[src/rtl/cgra_wb_collector.sv]
// Writeback collector: tracks issued words through a valid/tag shadow of the
// data pipe, pairs arrivals with their tags in a FIFO, and issues credits upstream.
module cgra_wb_collector #(
  parameter int WIDTH          = 32,
  parameter int MAX_PIPE_STAGE = 8,
  parameter int DEPTH          = 8,
  parameter int TAG_W          = 6,
  localparam int LAT_W         = (MAX_PIPE_STAGE > 1) ? $clog2(MAX_PIPE_STAGE + 1) : 1
) (
  input  logic             clk,
  input  logic             rst_n,
  input  logic             clr,
  input  logic [LAT_W-1:0] latency,
  input  logic             issue_valid,
  input  logic [TAG_W-1:0] issue_tag,
  output logic             issue_ready,
  input  logic [WIDTH-1:0] pipe_data,
  output logic             wb_valid,
  input  logic             wb_ready,
  output logic [WIDTH-1:0] wb_data,
  output logic [TAG_W-1:0] wb_tag,
  output logic             idle,
  output logic [1:0]       err
);

  localparam int PTR_W = (DEPTH > 1) ? $clog2(DEPTH) : 1;
  localparam int CNT_W = $clog2(DEPTH + 1);
  localparam logic [CNT_W:0]   DEPTH_OCC = (CNT_W + 1)'(DEPTH);
  localparam logic [CNT_W-1:0] DEPTH_CNT = CNT_W'(DEPTH);

  logic [MAX_PIPE_STAGE-1:0] sv_q, sv_d;
  logic [TAG_W-1:0]          stag_q [MAX_PIPE_STAGE];
  logic [TAG_W-1:0]          stag_d [MAX_PIPE_STAGE];
  logic [CNT_W-1:0]          inflight_q, inflight_d;
  logic [CNT_W-1:0]          count_q, count_d;
  logic [PTR_W-1:0]          wr_ptr_q, wr_ptr_d;
  logic [PTR_W-1:0]          rd_ptr_q, rd_ptr_d;
  logic [WIDTH-1:0]          mem_data_q [DEPTH];
  logic [WIDTH-1:0]          mem_data_d [DEPTH];
  logic [TAG_W-1:0]          mem_tag_q [DEPTH];
  logic [TAG_W-1:0]          mem_tag_d [DEPTH];
  logic [LAT_W-1:0]          lat_q;
  logic [1:0]                err_q, err_d;

  logic             lat_zero;
  logic             accepted;
  logic             arr_v;
  logic [TAG_W-1:0] arr_tag;
  logic             push;
  logic             pop;
  logic             lat_changed;
  logic [CNT_W:0]   occupancy;

  // Credits come only from registered state, so wb_ready never reaches issue_ready.
  assign occupancy   = {1'b0, inflight_q} + {1'b0, count_q};
  assign issue_ready = occupancy < DEPTH_OCC;
  assign accepted    = issue_valid & issue_ready;
  assign lat_zero    = (latency == '0);
  assign wb_valid    = (count_q != '0);
  assign pop         = wb_valid & wb_ready;
  assign push        = arr_v & (count_q != DEPTH_CNT);
  assign lat_changed = (latency != lat_q) && (inflight_q != '0);

  always_comb begin
    arr_v   = 1'b0;
    arr_tag = '0;
    if (lat_zero) begin
      arr_v   = accepted;
      arr_tag = issue_tag;
    end else begin
      for (int i = 0; i < MAX_PIPE_STAGE; i++) begin
        if (int'(latency) == i + 1) begin
          arr_v   = sv_q[i];
          arr_tag = stag_q[i];
        end
      end
    end
  end

  always_comb begin
    sv_d       = sv_q;
    stag_d     = stag_q;
    inflight_d = inflight_q;
    wr_ptr_d   = wr_ptr_q;
    rd_ptr_d   = rd_ptr_q;
    mem_data_d = mem_data_q;
    mem_tag_d  = mem_tag_q;
    err_d      = err_q | {lat_changed, issue_valid & ~issue_ready};
    count_d    = count_q + CNT_W'(push) - CNT_W'(pop);

    // Stages at or beyond the configured latency hold, mirroring the data pipe.
    if (!lat_zero) begin
      sv_d[0]   = accepted;
      stag_d[0] = issue_tag;
      for (int i = 1; i < MAX_PIPE_STAGE; i++) begin
        if (i < int'(latency)) begin
          sv_d[i]   = sv_q[i-1];
          stag_d[i] = stag_q[i-1];
        end
      end
      inflight_d = inflight_q + CNT_W'(accepted) - CNT_W'(arr_v);
    end

    if (push) begin
      mem_data_d[wr_ptr_q] = pipe_data;
      mem_tag_d[wr_ptr_q]  = arr_tag;
      wr_ptr_d             = wr_ptr_q + PTR_W'(1);
    end
    if (pop) begin
      rd_ptr_d = rd_ptr_q + PTR_W'(1);
    end

    if (clr) begin
      sv_d       = '0;
      stag_d     = '{default: '0};
      inflight_d = '0;
      count_d    = '0;
      wr_ptr_d   = '0;
      rd_ptr_d   = '0;
      err_d      = '0;
    end
  end

  always_ff @(posedge clk or negedge rst_n) begin
    if (!rst_n) begin
      sv_q       <= '0;
      stag_q     <= '{default: '0};
      inflight_q <= '0;
      count_q    <= '0;
      wr_ptr_q   <= '0;
      rd_ptr_q   <= '0;
      lat_q      <= '0;
      err_q      <= '0;
    end else begin
      sv_q       <= sv_d;
      stag_q     <= stag_d;
      inflight_q <= inflight_d;
      count_q    <= count_d;
      wr_ptr_q   <= wr_ptr_d;
      rd_ptr_q   <= rd_ptr_d;
      lat_q      <= latency;
      err_q      <= err_d;
    end
  end

  // Storage needs no reset: the outputs are gated by wb_valid.
  always_ff @(posedge clk) begin
    mem_data_q <= mem_data_d;
    mem_tag_q  <= mem_tag_d;
  end

  assign wb_data = wb_valid ? mem_data_q[rd_ptr_q] : '0;
  assign wb_tag  = wb_valid ? mem_tag_q[rd_ptr_q] : '0;
  assign idle    = (inflight_q == '0) && !wb_valid;
  assign err     = err_q;

endmodule

[config.mk]
export PLATFORM = sky130hd
export DESIGN_NAME = cgra_wb_collector
export DESIGN_NICKNAME = d
export VERILOG_FILES = /design/src/rtl/cgra_wb_collector.sv
export SDC_FILE = /design/constraint.sdc
export NUM_CORES = 1
export LEC_CHECK = 0
export CAP_MARGIN = 20
export CORE_UTILIZATION = 54
export DETAILED_ROUTE_END_ITERATION = 8
export GPL_TIMING_DRIVEN = 0
export PLACE_DENSITY = 0.73
export SKIP_CTS_REPAIR_TIMING = 1
export SLEW_MARGIN = 5
export SYNTH_ARGS = -nofsm -noshare
export SYNTH_HDL_FRONTEND = slang
export SYNTH_SLANG_ARGS = --single-unit
[constraint.sdc]
create_clock -name clk -period 4.4 [get_ports clk]
set_input_delay 0.66 -clock clk [delete_from_list [all_inputs] [get_ports clk]]
set_output_delay 0.66 -clock clk [all_outputs]
set_load 0.01 [all_outputs]
; ---- Yosys cells after proc, flatten, opt, wreduce, memory -nomap -nowiden
; Index checks and enable logic that the tools add are counted.
[op_classes]
add_sub_neg = 7
n_lt_le_gt_ge = 11
n_eq_ne = 11
muxes = 58
n_bitwise = 8
n_reduce_logical = 24
[op_table]
columns = operator, count
row1 = $bwmux W256, 1
row2 = $mux W32, 4
row3 = $mux W6, 20
row4 = $bmux W32 S3, 1
row5 = $demux W32 S3, 1
row6 = $mux W48, 2
row7 = $bwmux W48, 1
row8 = $eq A4 B4 Y1 const B, 5
row9 = $bmux W6 S3, 1
row10 = $demux W6 S3, 1
row11 = $reduce_bool A2 Y1, 9
row12 = $lt A3 B4 Y1 const A, 4
row13 = $mux W1, 16
row14 = $mux W8, 2
row15 = $reduce_and A2 Y1, 7
row16 = $mux W3, 4
row17 = $mux W4, 3
row18 = $add A4 B1 Y4, 2
row19 = $eq A4 B3 Y1 const B, 2
row20 = $ge A4 B4 Y1 const B, 2
row21 = $logic_not A4 Y1, 2
row22 = $lt A2 B4 Y1 const A, 2
row23 = $not A3 Y4, 2
row24 = $reduce_bool A4 Y1, 2
row25 = 16 further kinds, 23
[totals]
reg_bits = 380
inputBits = 47
out_inout_bits = 43
word_cells = 157

; ---- Longest topological paths before layout
; Gate-level depths: netlist of run 1.
[depth]
word_depth = 14
mapped_depth = 14
ltp_nobuf = 13

; ---- Worst setup path before layout of run 1
; No wires, ideal clock.
[synth_path]
kind = input to register
start = in latency[1]
end = reg mem_data_q[192] in the netlist's numbering, enable pin
setup_time_ns = 0.415
arrival_time_ns = 3.044
required_ns = 3.985
path_slack_ns = 0.940
cell_stages = 7
n_path_buf = 2
path_cell_list = buf_2 -> nor2b_1 -> o2bb2ai_1 -> a221o_1 -> a21oi_2 -> buf_6 -> nor4bb_4
[synth_between]
elab_chain_len = 11
word_cells_on_any_way = 19
classes_between = eq/ne (8) / mux (9) / bitwise (1) / reduce/logical (1)
[synth_rtl]
columns = item, line
row1 = start: declaration, 13  ; input logic [LAT_W-1:0] latency,
row2 = $eq A4 B2 Y1, 72  ; if (int'(latency) == i + 1) begin
row3 = $mux W1 (8 in a row), 72
row4 = $mux W1 *, 67  ; if (lat_zero) begin
row5 = $and A1 B1 Y1 *, 61  ; assign push = arr_v & (count_q != DEPTH_CNT);
row6 = end signal: assignment, 148  ; mem_data_q <= mem_data_d;
row7 = end: declaration, 38  ; logic [WIDTH-1:0] mem_data_q [DEPTH];
; Every way passes the cells marked *; elsewhere a longest branch is shown, timed or not.
; A chain may end at the register's enable or synchronous reset.

; ---- Final worst setup path of run 1
[layout_path]
start = reg rd_ptr_q[1]
end = out wb_tag[4]
[layout_between]
elab_chain_len = 5
[layout_rtl]
columns = item, line
row1 = start: declaration, 37  ; logic [PTR_W-1:0] rd_ptr_q, rd_ptr_d;
row2 = start signal: assignment, 140  ; rd_ptr_q <= rd_ptr_d;
row3 = $not A3 Y4 (implied by the code), 153  ; assign wb_tag = wb_valid ? mem_tag_q[rd_ptr_q] : '0;
row4 = $bmux W6 S3, 153
row5 = $mux W6 (implied by the code) (2 in a row), 153
row6 = $mux W6, 153
row7 = end: declaration, 21  ; output logic [TAG_W-1:0] wb_tag,
; No other way between the ends. The select of a mux whose other input is x is not followed.

==> results of run 1 <==
-- per-stage QoR --
step           utilization [%]  cell area [um^2]
2_1_floorplan                -             15700
3_3_place_gp              59.5             17000
3_5_place_dp              60.3             17300
4_1_cts                   64.8             18600
5_1_grt                   64.8             18600
6_report                  64.8             18600
-- layout make-up --
type | count | area (um^2)
fill | 1926 | 10100
timing repair buffer | 100 | 1090
clock buffer | 43 | 991
sequential | 380 | 11000
inverter | 26 | 97.6
buffer | 55 | 246
clock inverter | 27 | 300
tap | 384 | 480
multi-input combinational | 471 | 4310
-- state kept, by name, summed over array words and instances, names as in the netlist --
name and cells:
count_q 4, err 2, inflight_q 4, lat_q 4, mem_data_q 256, mem_tag_q 48
rd_ptr_q 3, stag_q 48, sv_q 8, wr_ptr_q 3
-- layout by cell type, fill, tap and decap left out, types with 34 or more instances in the layout --
cell	netlist	final
edfxtp_1	304	304
clkdlybuf4s50_1	0	87
mux4_2	78	78
dfrtp_1	76	76
nor2_1	66	66
nand2_1	66	66
mux2i_1	48	48
o21ai_0	41	41
clkbuf_16	0	39
clkbuf_1	30	34
-- how the worst min path moves through the flow --
stage	endpoint	depth (start not counted)	from	slack, ns
after floorplan	count_q[0]	0	rst_n	0.36
after global placement	stag_q[31]	2	stag_q[31]	0.48
after detailed placement	sv_q[2]	2	sv_q[2]	0.49
after CTS	stag_q[38]	1	rst_n	0.06
after global routing	stag_q[39]	1	rst_n	0.08
final	stag_q[38]	1	rst_n	0.05
-- cell families (layout without fill, tap and decap cells) --
family / after synthesis / in the layout
AO/OA/AOI/OAI: 111 / 111
AND/OR/NAND/NOR: 199 / 199
multiplexers: 133 / 133
flip-flops: 380 / 380
adder cells (fa/ha/maj): 18 / 18
XOR/XNOR: 10 / 10
buffers and inverters: 81 / 251
-- power by group --
| part | switching, mW | internal (mW) |
|---|---|---|
| clock | 1.35 | 1.98 |
| combinational | 1.20 | 1.25 |
| sequential | 0.0643 | 4.01 |
-- layer usage --
metal / vias up / GRT usage, % / part of all wire, %
li1: 3846 / - / -
met1: 4381 / 29.5 / 43
met2: 219 / 38.6 / 51
met3: 42 / 3.07 / 4.4
met4: 0 / 5.66 / 1.7
met5: - / 0 / 0
==> impl_metrics.tcl, run 1 <==
set metrics [dict create \
    worstMarginPinSlew_ns 0.960 \
    rsz0062_at_grt "no" \
    slowest_delay_ns 0.60 \
    timing.final.ws_setup_ns 0.376 \
    final_max_slew_viol_count 0 \
    drcViolationCount 0 \
    dr.pass1.iters 5 \
    hpwlAfterDp_um 20300 \
    insertion_delay_ns 0.53 \
    antenna_found_initial 0 \
    grt_max_degree 50 \
    r2r_slack_ns 1.27 \
    power_density_nw_per_um2 531 \
    syn_nets 997 \
    r2r_end "mem_data_q[221]" \
    r2r_cells 9 \
    syn_to_final_growth_pct 18.3 \
    maxCapViolCount 0 \
    synthAdderAreaFrac_pct 1.53 \
    die_w_um 172 \
    syn_inst 932 \
    critPathTopFamily "buffers and inverters" \
    synth.area.top_cells "edfxtp_1, dfrtp_1, mux4_2, mux2i_1, nand2_1" \
    routabilityCongestion 0.847 \
    port_buffers 88 \
    worstPathMaxFanout 10 \
    timing.hold.ws_ns 0.0533 \
    stdcell_count 1486 \
    synth.avg_cell_area_um2 16.8 \
    power.leakage_nw 6.29 \
    yosysUniqueCellTypes 55 \
    grtUsageTotal_pct 22.2 \
    dominantRegCellSynth "edfxtp_1" \
    dieArea_um2 29700 \
    run_status "complete, no violations" \
    drtIter0Drc 735 \
    io_pins 90 \
    synth_seq_cells 380 \
    yosysWarnings 0 \
    place_inst 1416 \
    rows 62 \
    slew_headroom_pct 35.9 \
    ant_nets 0 \
    fmax_mhz 248 \
    cts_made_buffers 38 \
    synth_top_cell_by_area "edfxtp_1" \
    peakVddDrop_v 0.000329 \
    synth-xor-area-share_pct 0.559 \
    synth_compound_area_share_pct 4.32 \
    synth_top_cell_area_share_pct 58.2 \
    synth_common_cells "edfxtp_1, mux4_2, dfrtp_1" \
    period_share_pct 91.5 \
    cpMaxStageDelayCell "buf_1" \
    skew_ns 0.0149 \
    ys_async_sr_fraction_pct 20.0 \
    nets 1137 \
    synth_top_family_by_area "multiplexers" \
    total_power_mw 9.86 \
    fp.dieH_um 172 \
    crit_chain "clkbuf_1, buf_2, buf_1, mux4_2, mux2i_1, nor2_1, clkdlybuf4s50_1" \
    antenna_cells 0 \
    cp.arrival_ns 3.36 \
    clock_path_buffers 3 \
    crit-reg2reg-launch "inflight_q[1]" \
    numClockSinks 380 \
    startpoint "rd_ptr_q[1]" \
    clk_pin_slew_ns 0.06 \
    first_global_vias 8554 \
    htree_levels 2 \
    cts.root.buffer_cell "clkbuf_16" \
    ys_seq_area_share_pct 70.4 \
    netlist_area_um2 15700 \
    crit_type "reg -> out" \
    min_path_type "in -> async" \
    via_per_inst 5.71 \
    min_period_ns 4.02 \
    synth_simple_gate_area_share_pct 6.26 \
    cts_tree "done" \
    wirelength_um 31800 \
    setup_violations 0 \
    grt_pass1_wl_um 48500 \
    grt_overflow 0 \
    routedWlPerCell_um 21.4 \
    vias 8488 \
    core_area_um2 28600 \
    synthMuxAreaShare_pct 14.8 \
    start_util_pct 54.8 \
    crit_cells 7 \
    worstSetupEndpointType "output pin" \
    cp.required_ns 3.74 \
    critical_path_buf_inv_count 4 \
    tns_ns 0 \
    preCtsSetupSlack_ns 0.267 \
    startpoint_type "register" \
    crit_end "wb_tag[4]" \
    drive_above_1_share_pct 16.8 \
    hold_viol 0 \
    synth_enable_flop_cells 304 \
    post-synth-top-count-cell "edfxtp_1" \
]
Power figures use the tool's default switching activity.
==> run 2: changes to the inputs <==
--- a/config.mk
+++ b/config.mk
@@ -11,7 +11,7 @@
 export GPL_TIMING_DRIVEN = 0
 export PLACE_DENSITY = 0.73
 export SKIP_CTS_REPAIR_TIMING = 1
-export SLEW_MARGIN = 5
+export SLEW_MARGIN = 20
 export SYNTH_ARGS = -nofsm -noshare
 export SYNTH_HDL_FRONTEND = slang
 export SYNTH_SLANG_ARGS = --single-unit
==> run 2 against run 1 <==
Effect of this change: clock power down 4%; utilization fell by 0.18 points; sequential cell count is the same; via count shrank 0.57%; global-route usage is essentially flat; non-clock buffer count decreased by 1; clock-buffer cell count grew 5; critical path depth is the same; first-iteration DRC count rose by 2.4%; hold slack gained 0.011 ns; worst setup slack improved by 0.018 ns; power down 1.4%; critical path type unchanged; critical endpoint unchanged; highest routed layer is now met5.
==> impl_metrics.tcl, run 2 (synthesis gave the netlist of run 1 again) <==
set metrics [dict create \
    tns_ns 0 \
    peakVddDrop_v 0.000262 \
    clk_pin_slew_ns 0.06 \
    vias 8440 \
    dieArea_um2 29700 \
    power.leakage_nw 6.27 \
    wirelength_um 31500 \
    cts.root.buffer_cell "clkbuf_16" \
    run_status "complete, no violations" \
    drive_above_1_share_pct 17.0 \
    ant_nets 0 \
    setup_violations 0 \
    skew_ns 0.0125 \
    power_switching_mw 2.60 \
    p_int_mw 7.12 \
    rsz0062_at_grt "no" \
    place_inst 1415 \
    cts_tree "done" \
    nets 1139 \
    via_per_inst 5.66 \
    drcViolationCount 0 \
    fin_area_um2 18500 \
    numClockSinks 380 \
    first_global_vias 8551 \
    grt_max_degree 50 \
    slew_headroom_pct 36.4 \
    cts_made_buffers 41 \
    routabilityCongestion 0.847 \
    grtUsageTotal_pct 22.1 \
    min_period_ns 4.01 \
    final_max_slew_viol_count 0 \
    insertion_delay_ns 0.53 \
    grt_overflow 0 \
    clockPowerShare_pct 32.9 \
    mostFrequentLayoutCell "edfxtp_1" \
    worstPathMaxFanout 10 \
    top_regs "mem_data_q: 256 flops, mem_tag_q: 48 flops, stag_q: 48 flops" \
    layout_common_cells "edfxtp_1, clkdlybuf4s50_1, mux4_2, dfrtp_1" \
    fp.dieH_um 172 \
    post-route-util_pct 64.6 \
    placed_cell_area_um2 17200 \
    worstMarginPinSlew_ns 0.954 \
    clock_path_buffers 3 \
    largest_reg_flops 256 \
    top_register "mem_data_q" \
    die_w_um 172 \
    timing.hold.ws_ns 0.0639 \
    routedWlPerCell_um 21.1 \
    antenna_found_initial 2 \
    worstSetupEndpointType "output pin" \
    port_buffers 88 \
    cp.arrival_ns 3.35 \
    syn_to_final_growth_pct 18.0 \
    htree_levels 2 \
    stdcell_count 1490 \
    start_util_pct 54.8 \
    io_pins 90 \
    seqPwrFrac_pct 41.9 \
    fmax_mhz 250 \
    drtIter0Drc 753 \
    dr.pass1.iters 5 \
    power_frac_comb_pct 25.2 \
    grt_pass1_wl_um 48600 \
    startpoint_type "register" \
    power_density_nw_per_um2 525 \
    hpwlAfterDp_um 19800 \
    maxCapViolCount 0 \
    switching_share_pct 26.8 \
    cp.required_ns 3.74 \
    period_share_pct 91.0 \
    hold_viol 0 \
    crit_type "reg -> out" \
    core_area_um2 28600 \
    rows 62 \
    min_path_type "in -> async" \
]
[run 2: cell count changes in the layout (fill, tap and decap cells not counted), sizes merged]
| cell | before | now |
|---|---|---|
| clkinv | 15 | 20 |
| clkinvlp | 4 | 2 |
| buf | 38 | 37 |
| diode | 0 | 1 |
| bufinv | 6 | 2 |
| clkbuf | 73 | 78 |
[run 2: per-stage QoR]
step / total power, mW / worst slack [ns]
global placement: 6.60 / -1.02
detailed placement: 6.64 / 0.239
finish: 9.72 / 0.394
global route: 10.2 / 0.273
CTS: 9.82 / 0.311
floorplan: 5.63 / 0.940
[run 2: worst max-delay path, stage by stage, from the launching register on]
cell and delay (ns):
dfrtp_1 0.34, clkbuf_1 0.32, buf_2 0.35, buf_1 0.59, mux4_2 0.40, mux2i_1 0.26
nor2_1 0.07, clkdlybuf4s50_1 0.49
[run 2: layer usage]
metal | vias to the layer above | wire (um) | global-route usage (%)
li1 | 3858 | - | -
met1 | 4282 | 13300 | 30.0
met2 | 255 | 15900 | 37.8
met3 | 43 | 1720 | 3.48
met4 | 2 | 527 | 5.27
met5 | - | 9 | 0
[run 2: final cells by class]
| class | count | area, um^2 |
|---|---|---|
| Clock buffer | 48 | 1060 |
| Fill cell | 1947 | 10100 |
| Antenna cell | 1 | 2.50 |
| Buffer | 55 | 246 |
| Tap cell | 384 | 480 |
| Clock inverter | 26 | 193 |
| Timing Repair Buffer | 99 | 1060 |
| Inverter | 26 | 97.6 |
| Multi-Input combinational cell | 471 | 4330 |
| Sequential cell | 380 | 11000 |
[run 2: power groups by stage]
stage / sequential [mW] / clock (mW) / combinational [mW]
floorplan: 4.13 / 0 / 1.49
global placement: 4.15 / 0 / 2.45
detailed placement: 4.15 / 0 / 2.49
CTS: 4.08 / 3.24 / 2.50
global route: 4.09 / 3.39 / 2.70
finish: 4.07 / 3.20 / 2.45
[run 2: path summary, 6_finish.rpt]
path / startpoint / endpoint / slack, ns / cells after the start
setup / recovery: rd_ptr_q[1] / wb_tag[4] / 0.39 / 7
hold / removal: rst_n / stag_q[38] / 0.06 / 1
setup reg to reg: inflight_q[1] / count_q[2] / 1.53 / 13
hold reg to reg: err[0] / err[0] / 0.50 / 2
max in group asynchronous: rst_n / err[1] / 3.76 / 2
min in group clk: err[0] / err[0] / 0.50 / 2
